## src/rtl/can_bit_destuffer.sv

```systemverilog
// -----------------------------------------------------------------------------
// can_bit_destuffer
//
// Purpose:
//   Sits between the CAN bit-synchroniser and the frame/ID decoder. It turns
//   the sample strobes of each bit period into one logical bit. It tracks bus
//   idle, detects start of frame and removes stuff bits from the frame. A
//   stuffing violation is flagged as a stuff error.
//
// Ports:
//   clk            in   system clock
//   resetN         in   asynchronous active-low reset
//   syncIn         in   synchronised CAN line (1 = recessive)
//   syncCANClk     in   bit-period reference level; rising edge closes a bit
//   oneShotSample  in   single-cycle sample strobe
//   multiSelect    in   1 = three-sample majority mode
//   stuffDisable   in   high once the CRC field is complete (no more stuffing)
//   bitOut         out  destuffed bit value, qualified by bitValid
//   bitValid       out  one-cycle pulse qualifying bitOut
//   sof            out  one-cycle start-of-frame pulse (with first bitValid)
//   stuffErr       out  one-cycle stuff-violation pulse
//   busIdle        out  level, high while the bus is idle
//   inFrame        out  level, high during frame body and tail
//   dbgState       out  current FSM state encoding (debug observation)
//
// Optional build macro CAN_DESTUFF_STATS_EN adds:
//   statsClear     in   synchronous clear of both statistics counters
//   stuffBitCount  out  saturating count of stuff bits removed
//   stuffErrCount  out  saturating count of stuff errors
//
// Handshake: bitValid is a pure strobe with no back-pressure. The consumer
// must take bitOut in every cycle where bitValid is high. bitOut holds its
// last value otherwise.
// -----------------------------------------------------------------------------
module can_bit_destuffer #(
   parameter int IDLE_BITS = 11,
   parameter int STUFF_LEN = 5,
   parameter int TAIL_BITS = 7
) (
   input  logic        clk,
   input  logic        resetN,
   input  logic        syncIn,
   input  logic        syncCANClk,
   input  logic        oneShotSample,
   input  logic        multiSelect,
   input  logic        stuffDisable,
`ifdef CAN_DESTUFF_STATS_EN
   input  logic        statsClear,
   output logic [15:0] stuffBitCount,
   output logic [15:0] stuffErrCount,
`endif
   output logic        bitOut,
   output logic        bitValid,
   output logic        sof,
   output logic        stuffErr,
   output logic        busIdle,
   output logic        inFrame,
   output logic [2:0]  dbgState
);

   localparam logic [3:0] IDLE_W  = 4'(IDLE_BITS);
   localparam logic [3:0] TAIL_W  = 4'(TAIL_BITS);
   localparam logic [2:0] STUFF_W = 3'(STUFF_LEN);

   typedef enum logic [2:0] {
      ST_HUNT  = 3'd0,
      ST_IDLE  = 3'd1,
      ST_FRAME = 3'd2,
      ST_TAIL  = 3'd3,
      ST_ERROR = 3'd4
   } state_t;

   state_t      state_q;
   logic        cclk_q;
   logic [1:0]  samp_cnt_q, samp_cnt_d;
   logic [2:0]  slot_q, slot_d;
   logic [3:0]  idle_cnt_q, tail_cnt_q;
   logic [3:0]  idle_inc_d, tail_inc_d;
   logic        run_val_q;
   logic [2:0]  run_len_q;
   logic        bit_out_q, bit_valid_q, sof_q, stuff_err_q, bus_idle_q, in_frame_q;

   logic        boundary;
   logic        bit_rdy;
   logic        bit_val;
   logic        majority;

   // A bit closes on the rising edge of the bit-period level. A boundary
   // with no strobes collected carries no information and is skipped.
   assign boundary = syncCANClk & ~cclk_q;
   assign bit_rdy  = boundary & (samp_cnt_q != 2'd0);
   assign majority = (slot_q[0] & slot_q[1]) | (slot_q[0] & slot_q[2]) |
                     (slot_q[1] & slot_q[2]);
   assign bit_val  = (multiSelect && samp_cnt_q == 2'd3) ? majority : slot_q[0];

   // Saturating increments for the recessive-run counters.
   assign idle_inc_d = (idle_cnt_q == 4'hF) ? 4'hF : idle_cnt_q + 4'd1;
   assign tail_inc_d = (tail_cnt_q == 4'hF) ? 4'hF : tail_cnt_q + 4'd1;

   // Sample slots. A strobe coinciding with the boundary starts the next bit.
   always_comb begin
      samp_cnt_d = samp_cnt_q;
      slot_d     = slot_q;
      if (boundary) begin
         samp_cnt_d = 2'd0;
      end
      if (oneShotSample) begin
         if (boundary) begin
            slot_d[0]  = syncIn;
            samp_cnt_d = 2'd1;
         end else if (samp_cnt_q != 2'd3) begin
            slot_d[samp_cnt_q] = syncIn;
            samp_cnt_d         = samp_cnt_q + 2'd1;
         end
      end
   end

   always_ff @(posedge clk or negedge resetN) begin
      if (!resetN) begin
         cclk_q     <= 1'b0;
         samp_cnt_q <= 2'd0;
         slot_q     <= 3'd0;
      end else begin
         cclk_q     <= syncCANClk;
         samp_cnt_q <= samp_cnt_d;
         slot_q     <= slot_d;
      end
   end

   // Bit-level FSM. All outputs are registered here. Pulses default low.
   always_ff @(posedge clk or negedge resetN) begin
      if (!resetN) begin
         state_q     <= ST_HUNT;
         idle_cnt_q  <= 4'd0;
         tail_cnt_q  <= 4'd0;
         run_val_q   <= 1'b0;
         run_len_q   <= 3'd0;
         bit_out_q   <= 1'b0;
         bit_valid_q <= 1'b0;
         sof_q       <= 1'b0;
         stuff_err_q <= 1'b0;
         bus_idle_q  <= 1'b0;
         in_frame_q  <= 1'b0;
      end else begin
         bit_valid_q <= 1'b0;
         sof_q       <= 1'b0;
         stuff_err_q <= 1'b0;
         case (state_q)
            ST_HUNT: begin
               if (bit_rdy) begin
                  if (bit_val) begin
                     idle_cnt_q <= idle_inc_d;
                     if (idle_inc_d >= IDLE_W) begin
                        state_q    <= ST_IDLE;
                        bus_idle_q <= 1'b1;
                     end
                  end else begin
                     idle_cnt_q <= 4'd0;
                  end
               end
            end
            ST_IDLE: begin
               if (bit_rdy && !bit_val) begin
                  sof_q       <= 1'b1;
                  bit_valid_q <= 1'b1;
                  bit_out_q   <= 1'b0;
                  run_val_q   <= 1'b0;
                  run_len_q   <= 3'd1;
                  bus_idle_q  <= 1'b0;
                  in_frame_q  <= 1'b1;
                  state_q     <= ST_FRAME;
               end
            end
            ST_FRAME: begin
               if (bit_rdy) begin
                  if (stuffDisable) begin
                     // Past the CRC: stop destuffing, bit passes raw.
                     state_q     <= ST_TAIL;
                     bit_valid_q <= 1'b1;
                     bit_out_q   <= bit_val;
                     tail_cnt_q  <= {3'd0, bit_val};
                  end else if (run_len_q == STUFF_W) begin
                     if (bit_val != run_val_q) begin
                        // Stuff bit: dropped, but it seeds the next run.
                        run_val_q <= bit_val;
                        run_len_q <= 3'd1;
                     end else begin
                        stuff_err_q <= 1'b1;
                        in_frame_q  <= 1'b0;
                        state_q     <= ST_ERROR;
                     end
                  end else begin
                     bit_valid_q <= 1'b1;
                     bit_out_q   <= bit_val;
                     if (bit_val == run_val_q) begin
                        run_len_q <= run_len_q + 3'd1;
                     end else begin
                        run_val_q <= bit_val;
                        run_len_q <= 3'd1;
                     end
                  end
               end
            end
            ST_TAIL: begin
               if (bit_rdy) begin
                  bit_valid_q <= 1'b1;
                  bit_out_q   <= bit_val;
                  if (bit_val) begin
                     tail_cnt_q <= tail_inc_d;
                     if (tail_inc_d == TAIL_W) begin
                        // EOF recessive bits already count toward bus idle.
                        state_q    <= ST_HUNT;
                        idle_cnt_q <= TAIL_W;
                        in_frame_q <= 1'b0;
                     end
                  end else begin
                     tail_cnt_q <= 4'd0;
                  end
               end
            end
            ST_ERROR: begin
               state_q    <= ST_HUNT;
               idle_cnt_q <= 4'd0;
            end
            default: begin
               state_q <= ST_HUNT;
            end
         endcase
      end
   end

`ifdef CAN_DESTUFF_STATS_EN
   logic        stuff_bit_evt, stuff_err_evt;
   logic [15:0] stuff_bit_cnt_q, stuff_err_cnt_q;

   assign stuff_bit_evt = (state_q == ST_FRAME) && bit_rdy && !stuffDisable &&
                          (run_len_q == STUFF_W) && (bit_val != run_val_q);
   assign stuff_err_evt = (state_q == ST_FRAME) && bit_rdy && !stuffDisable &&
                          (run_len_q == STUFF_W) && (bit_val == run_val_q);

   always_ff @(posedge clk or negedge resetN) begin
      if (!resetN) begin
         stuff_bit_cnt_q <= 16'd0;
         stuff_err_cnt_q <= 16'd0;
      end else if (statsClear) begin
         stuff_bit_cnt_q <= 16'd0;
         stuff_err_cnt_q <= 16'd0;
      end else begin
         if (stuff_bit_evt && stuff_bit_cnt_q != 16'hFFFF) begin
            stuff_bit_cnt_q <= stuff_bit_cnt_q + 16'd1;
         end
         if (stuff_err_evt && stuff_err_cnt_q != 16'hFFFF) begin
            stuff_err_cnt_q <= stuff_err_cnt_q + 16'd1;
         end
      end
   end

   assign stuffBitCount = stuff_bit_cnt_q;
   assign stuffErrCount = stuff_err_cnt_q;
`endif

   assign bitOut   = bit_out_q;
   assign bitValid = bit_valid_q;
   assign sof      = sof_q;
   assign stuffErr = stuff_err_q;
   assign busIdle  = bus_idle_q;
   assign inFrame  = in_frame_q;
   assign dbgState = state_q;

endmodule

```

## config.mk

```make
export PLATFORM = sky130hd
export DESIGN_NAME = can_bit_destuffer
export DESIGN_NICKNAME = d
export VERILOG_FILES = /design/src/rtl/can_bit_destuffer.sv
export SDC_FILE = /design/constraint.sdc
export NUM_CORES = 1
export LEC_CHECK = 0
export ABC_CLOCK_PERIOD_IN_PS = 2500
export CORE_AREA = 2 2 58 60
export DETAILED_ROUTE_END_ITERATION = 12
export DIE_AREA = 0 0 60 62
export GPL_TIMING_DRIVEN = 0
export PLACE_DENSITY_LB_ADDON = 0.12
export SLEW_MARGIN = 20
export SYNTH_ARGS = -nofsm -noshare
export SYNTH_HDL_FRONTEND = slang
export SYNTH_SLANG_ARGS = --single-unit
```

## constraint.sdc

```tcl
create_clock -name clk -period 2.5 [get_ports clk]
set_input_delay 0.5 -clock clk [delete_from_list [all_inputs] [get_ports clk]]
set_output_delay 0.5 -clock clk [all_outputs]
set_load 0.03 [all_outputs]
```

Word-level counts from Yosys, hierarchy flattened
Cells that the tools add are included.
Word-level totals
  flip-flop bits (word level): 27
Operators by class
  $lt $le $gt $ge: 3
  reductions and logical operators: 22
  equal/unequal tests: 29
  bitwise gates (word level): 9
  mux-type cells: 79
  add/subtract/negate cells: 4
Operators by type and width (number)
  two-way mux 3 bit: 17
  two-way mux 4 bit: 11
  two-way mux 1 bit: 36
  != test 2 bit, second input constant: 13
  AND reduction 5 bit: 4
  != test 3 bit, second input constant: 5
  case mux 3 bit (4 select lines): 1
  case mux 4 bit (3 select lines): 1
  AND reduction 10 bit: 1
  nonzero test 2 bit: 5
  case mux 1 bit (3 select lines): 3
  AND reduction 9 bit: 1
  adder 4 x 1 -> 4 bit, second input constant: 2
  equality test 4 bit, second input constant: 2
  two-way mux 2 bit: 4
  case mux 4 bit (2 select lines): 1
  equality test 3 x 2 -> 1 bit, second input constant: 2
  equality test 3 bit, second input constant: 2
  case mux 3 bit (2 select lines): 1
  AND reduction 6 bit: 1
  nonzero test 3 bit: 2
  AND 1 bit: 5
  equality test 4 x 3 -> 1 bit, second input constant: 1
  >= comparator 4 bit, second input constant: 1
  other kinds (19): 24

Logic depth before layout (Yosys ltp)
  depth after elaboration: 10
  mapped depth: 7
  depth with buffers taken out: 7

Worst setup path after synthesis
No wires, ideal clock.
  path type: flip-flop to flip-flop
  start: reg samp_cnt_q[0]
  end: reg run_len_q[0]
  setup time: 0.125 ns
  period minus slack after synthesis: 2.045 ns
  required time: 2.375 ns
  setup slack: 0.455 ns
  cell stages (with the launch flop): 7
  arrival: 1.920 ns
  buffers on the path: 0
  cell sequence: dfrtp_1 ha_1 nor4bb_4 o41ai_1 a32oi_1 nor2_1 mux2_2
On the way
  longest elaborated chain between the ends: 9
Ends and longest elaborated chain
  from (decl): RTL line 75  | logic [1:0] samp_cnt_q, samp_cnt_d;
  from (signal assigned): RTL line 125  | samp_cnt_q <= samp_cnt_d;
  equality test 2 bit: RTL line 94  | assign bit_val = (multiSelect && samp_cnt_q == 2'd3) ? majority : slot_q[0];
  logical AND 1 bit: RTL line 94
  two-way mux 1 bit: RTL line 94
  equality test 1 bit: RTL line 195  | if (bit_val == run_val_q) begin
  two-way mux 3 bit: RTL line 195
  two-way mux 3 bit: RTL line 182  | end else if (run_len_q == STUFF_W) begin
  two-way mux 3 bit: RTL line 176  | if (stuffDisable) begin
  two-way mux 3 bit: RTL line 175  | if (bit_rdy) begin
  case mux 3 bit (2 select lines): RTL line 148  | case (state_q)
  to (signal assigned): RTL line 196  | run_len_q <= run_len_q + 3'd1;
  to (decl): RTL line 80  | logic [2:0] run_len_q;
Several ways; a longest one is shown, not always the timed one. The select of a mux whose other input is x is not followed.
A chain may end at the register's enable or synchronous reset.

Final worst setup path
  start: reg samp_cnt_q[0]
  end: reg run_val_q
On the way
  longest elaborated chain between the ends: 8
Ends and longest elaborated chain
  equality test 2 bit: RTL line 94
  logical AND 1 bit: RTL line 94
  two-way mux 1 bit: RTL line 94
  two-way mux 1 bit, on equally long branches: RTL line 195, 183
  two-way mux 1 bit: RTL line 182
  two-way mux 1 bit: RTL line 176
  two-way mux 1 bit: RTL line 175
  case mux 1 bit (2 select lines): RTL line 148
  to (signal assigned): RTL line 185  | run_val_q <= bit_val;
  to (signal assigned): RTL line 198  | run_val_q <= bit_val;
  to (decl): RTL line 79  | logic run_val_q;
Several ways; a longest one is shown, not always the timed one. The select of a mux whose other input is x is not followed.

==> summary.md <==
| Metric | Value |
|---|---|
| Fillers | around 290 |
| Global route total overflow | 0 |
| Crit path max-delay cell type | o41ai_1 |
| Ys async rst share | 100% |
| Synthesized flop and latch total | 27 |
| Buffers on Ports | 15 |
| H-tree level count | 1 |
| I/O Pins | 16 |
| Pre-CTS setup slack | -0.122 ns |
| Share of the clock period used by the worst path | 92.0% |
| Post-synth cell types | 47 |
| Crit end category | register |
| Avg Inst Size Synth | 9.48 um2 |
| Setup repair after global routing missed its margin | no |
| Post-route ant nets | 0 |
| Final worst setup slack | 0.201 ns |
| Synth top cells by count | dfrtp_1, nor2_1, a21oi_1, nand2_1, nand3_1 |
| Cell taking the most area after synthesis | dfrtp_1 |
| Clk buf depth | 2 |
| CTS Buf Count | 3 |
| Pin count of the biggest net entering global routing | 28 |
| Top_reg_cell synth | dfrtp_1 |
| # rows | 21 |
| Hold WC Path Type | input pin to asynchronous set/reset pin |
| Slew Viols, Final | 0 |
| Vias/cell | 5.89 |
| Skew-Pair Late Insertion Delay | around 0.32 ns |
| Cells after Synth | around 180 |
| Crit path required time | ~2.7 ns |
| Die Width | about 60 um |
| Synth warnings | 0 |
| DP HPWL | 2650 um |
| Worst R2R Path Depth | 6 |
| Final hold violation count | 0 |
| Worst hold margin | 0.164 ns |
| Post-Syn Area | 1700 um2 |
| Slew HR | 57.7% |
| Count leader, synth | dfrtp_1 |
| Via count | roughly 1400 |
| CTS clk-pin slew, worst paths | 0.15 ns |
| Share of the synthesized area in the top cell type | between 30 and 40% |
| Fmax | ~0.43 GHz |
| Top cells by area in the synthesized netlist | dfrtp_1, ha_1, mux2_2 |
| Initial core utilization | 53.4% |
| Share of layout cells above drive strength 1 | between 10 and 15% |
| DR WL/cell | 14.5 um |
| Die area | 3720 um2 |
| Final setup fails | 0 |
| GRT Util Overall | between 20% and 30% |
| Root Buffer | clkbuf_4 |
| Worst path max stage delay | 0.46 ns |
| Register area share after synthesis | 39.8% |
| Routed wire length | between 3000 and 4000 um |
| ANT cells | 0 |
| CORE AREA | 3180 um2 |
| CTS tree | done |
| Final worst path period need | 2.30 ns |
| Pre-antenna DRT Iters | 4 |
| Number of enable flip-flop cells after synthesis | 0 |
| Worst-margin pin slew | 0.628 ns |
| Fin nets | 214 |
| Kind of critical path | register to register |
| Syn_nets | about 190 |
| Setup Skew | 0.00689 ns |
| DRC violations left | 0 |
| First-pass GRT wire length | 5870 um |
| Clock sinks | 27 |
| Total power | 2.02 mW |
| Peak VDD IR | 0.556 mV |
| Worst setup SP type | register |
| Placer congestion estimate | around 0.93 |
| Number of global-route vias before repair | approximately 1300 |
| CP arrival | 2.53 ns |
| Area Overhead vs Synth | 13.9% |
| Max Cap Viol | 0 |
| LEAKAGE | 0.813 nW |
| CP Max Fanout | 5 |
| DR iter-0 viols | 59 |
| Status | finished clean |
| CP Cell Sequence | ha_1 > nor4bb_4 > o41ai_1 > a32oi_1 > nor2_1 > mux2_2 |
| Hold buffer count at CTS | 0 |
| Die Span Y | 62 um |
| Pwr dens | approximately 1000 nW/um2 |
| Initial antenna violation count | 0 |
| Postcts setup bufs | 0 |
==> final cells by class <==
type	instances	area, um2	share of cell area (%)
plain buffers	5	21.3	1.10
clock buffers	3	22.5	1.17
clock inverters	1	5.00	0.259
inverters	8	30.0	1.55
multi-input cells	139	975	50.5
flip-flops and latches	27	676	35.0
well taps	46	57.6	2.98
repair buffers	15	145	7.51
==> worst paths after layout <==
| check | startpoint | endpoint | slack, ns |
|---|---|---|---|
| max | samp_cnt_q[0] | run_val_q | 0.20 |
| min | resetN | dbgState[2] | 0.16 |
| max reg2reg | samp_cnt_q[0] | run_val_q | 0.20 |
| min reg2reg | bitOut | bitOut | 0.53 |
| max in group asynchronous | resetN | dbgState[0] | 1.94 |
| min in group clk | bitOut | bitOut | 0.53 |
==> kinds of logic (layout without fill, tap and decap cells) <==
kind of cell | Yosys count | after routing | synth area share (%)
simple gates | 70 | 70 | 22.6
flops | 27 | 27 | 39.8
buf+inv | 13 | 32 | 3.02
compound gates | 50 | 50 | 21.7
fa+ha+maj | 8 | 8 | 5.90
mux | 10 | 10 | 6.49
xor+xnor | 1 | 1 | 0.516
==> per-stage QoR <==
stage                     util (%)  TNS [ns]  cells  area [um2]
after CTS                     60.6         0    244        1930
after global placement        59.9    -0.334    240        1900
after detailed placement      59.7    -0.622    240        1900
after global routing          60.8         0    244        1930
after floorplan                  -         0    179        1700
final                         60.8         0    244        1930
==> placed cells by master, fill, tap and decap left out, drive strengths merged, types with 3 or more instances in the layout <==
cell           count
dfrtp             27
nor2              16
clkdlybuf4s50     14
nand2             13
a21oi             13
nand3             11
o21ai              9
inv                8
mux2               8
ha                 8
nand2b             6
nor3               6
clkbuf             6
nor2b              4
a31oi              4
nand3b             3
buf                3
a41oi              3
==> where the power goes <==
part | leakage (nW) | switching (mW) | internal [mW]
clock | 0.0177 | 0.128 | 0.0600
combinational | 0.456 | 0.650 | 0.452
sequential | 0.339 | 0.157 | 0.572
total | 0.813 | 0.935 | 1.08
==> timing repair <==
action,4_1_cts,5_1_grt
hold endpoints to repair,0,0
resized for setup,0,1
endpoints found under the setup margin,0,3
==> routing by layer <==
metal	up-vias	wire, um	global-route usage [%]
li1	713	-	-
met1	678	1650	27.3
met2	39	1700	34.3
met3	8	141	3.11
met4	0	49	6.67
met5	-	0	0
==> state kept, by name, indices dropped and copies added (netlist names) <==
register and cells:
cclk_q 1, run_len_q 3, bitValid 1, idle_cnt_q 4
busIdle 1, tail_cnt_q 4, sof 1, slot_q 3
bitOut 1, inFrame 1, dbgState 3, samp_cnt_q 2
stuffErr 1, run_val_q 1
==> worst max-delay path: cells and delay by family (launching register included) <==
kind	cells	cell delay (ns)
muxes	1	0.39
adders and majority gates	1	0.26
DFF	1	0.45
and+or+nand+nor	2	0.51
AOI/OAI and AO/OA	2	0.60
Power figures use the tool's default switching activity.
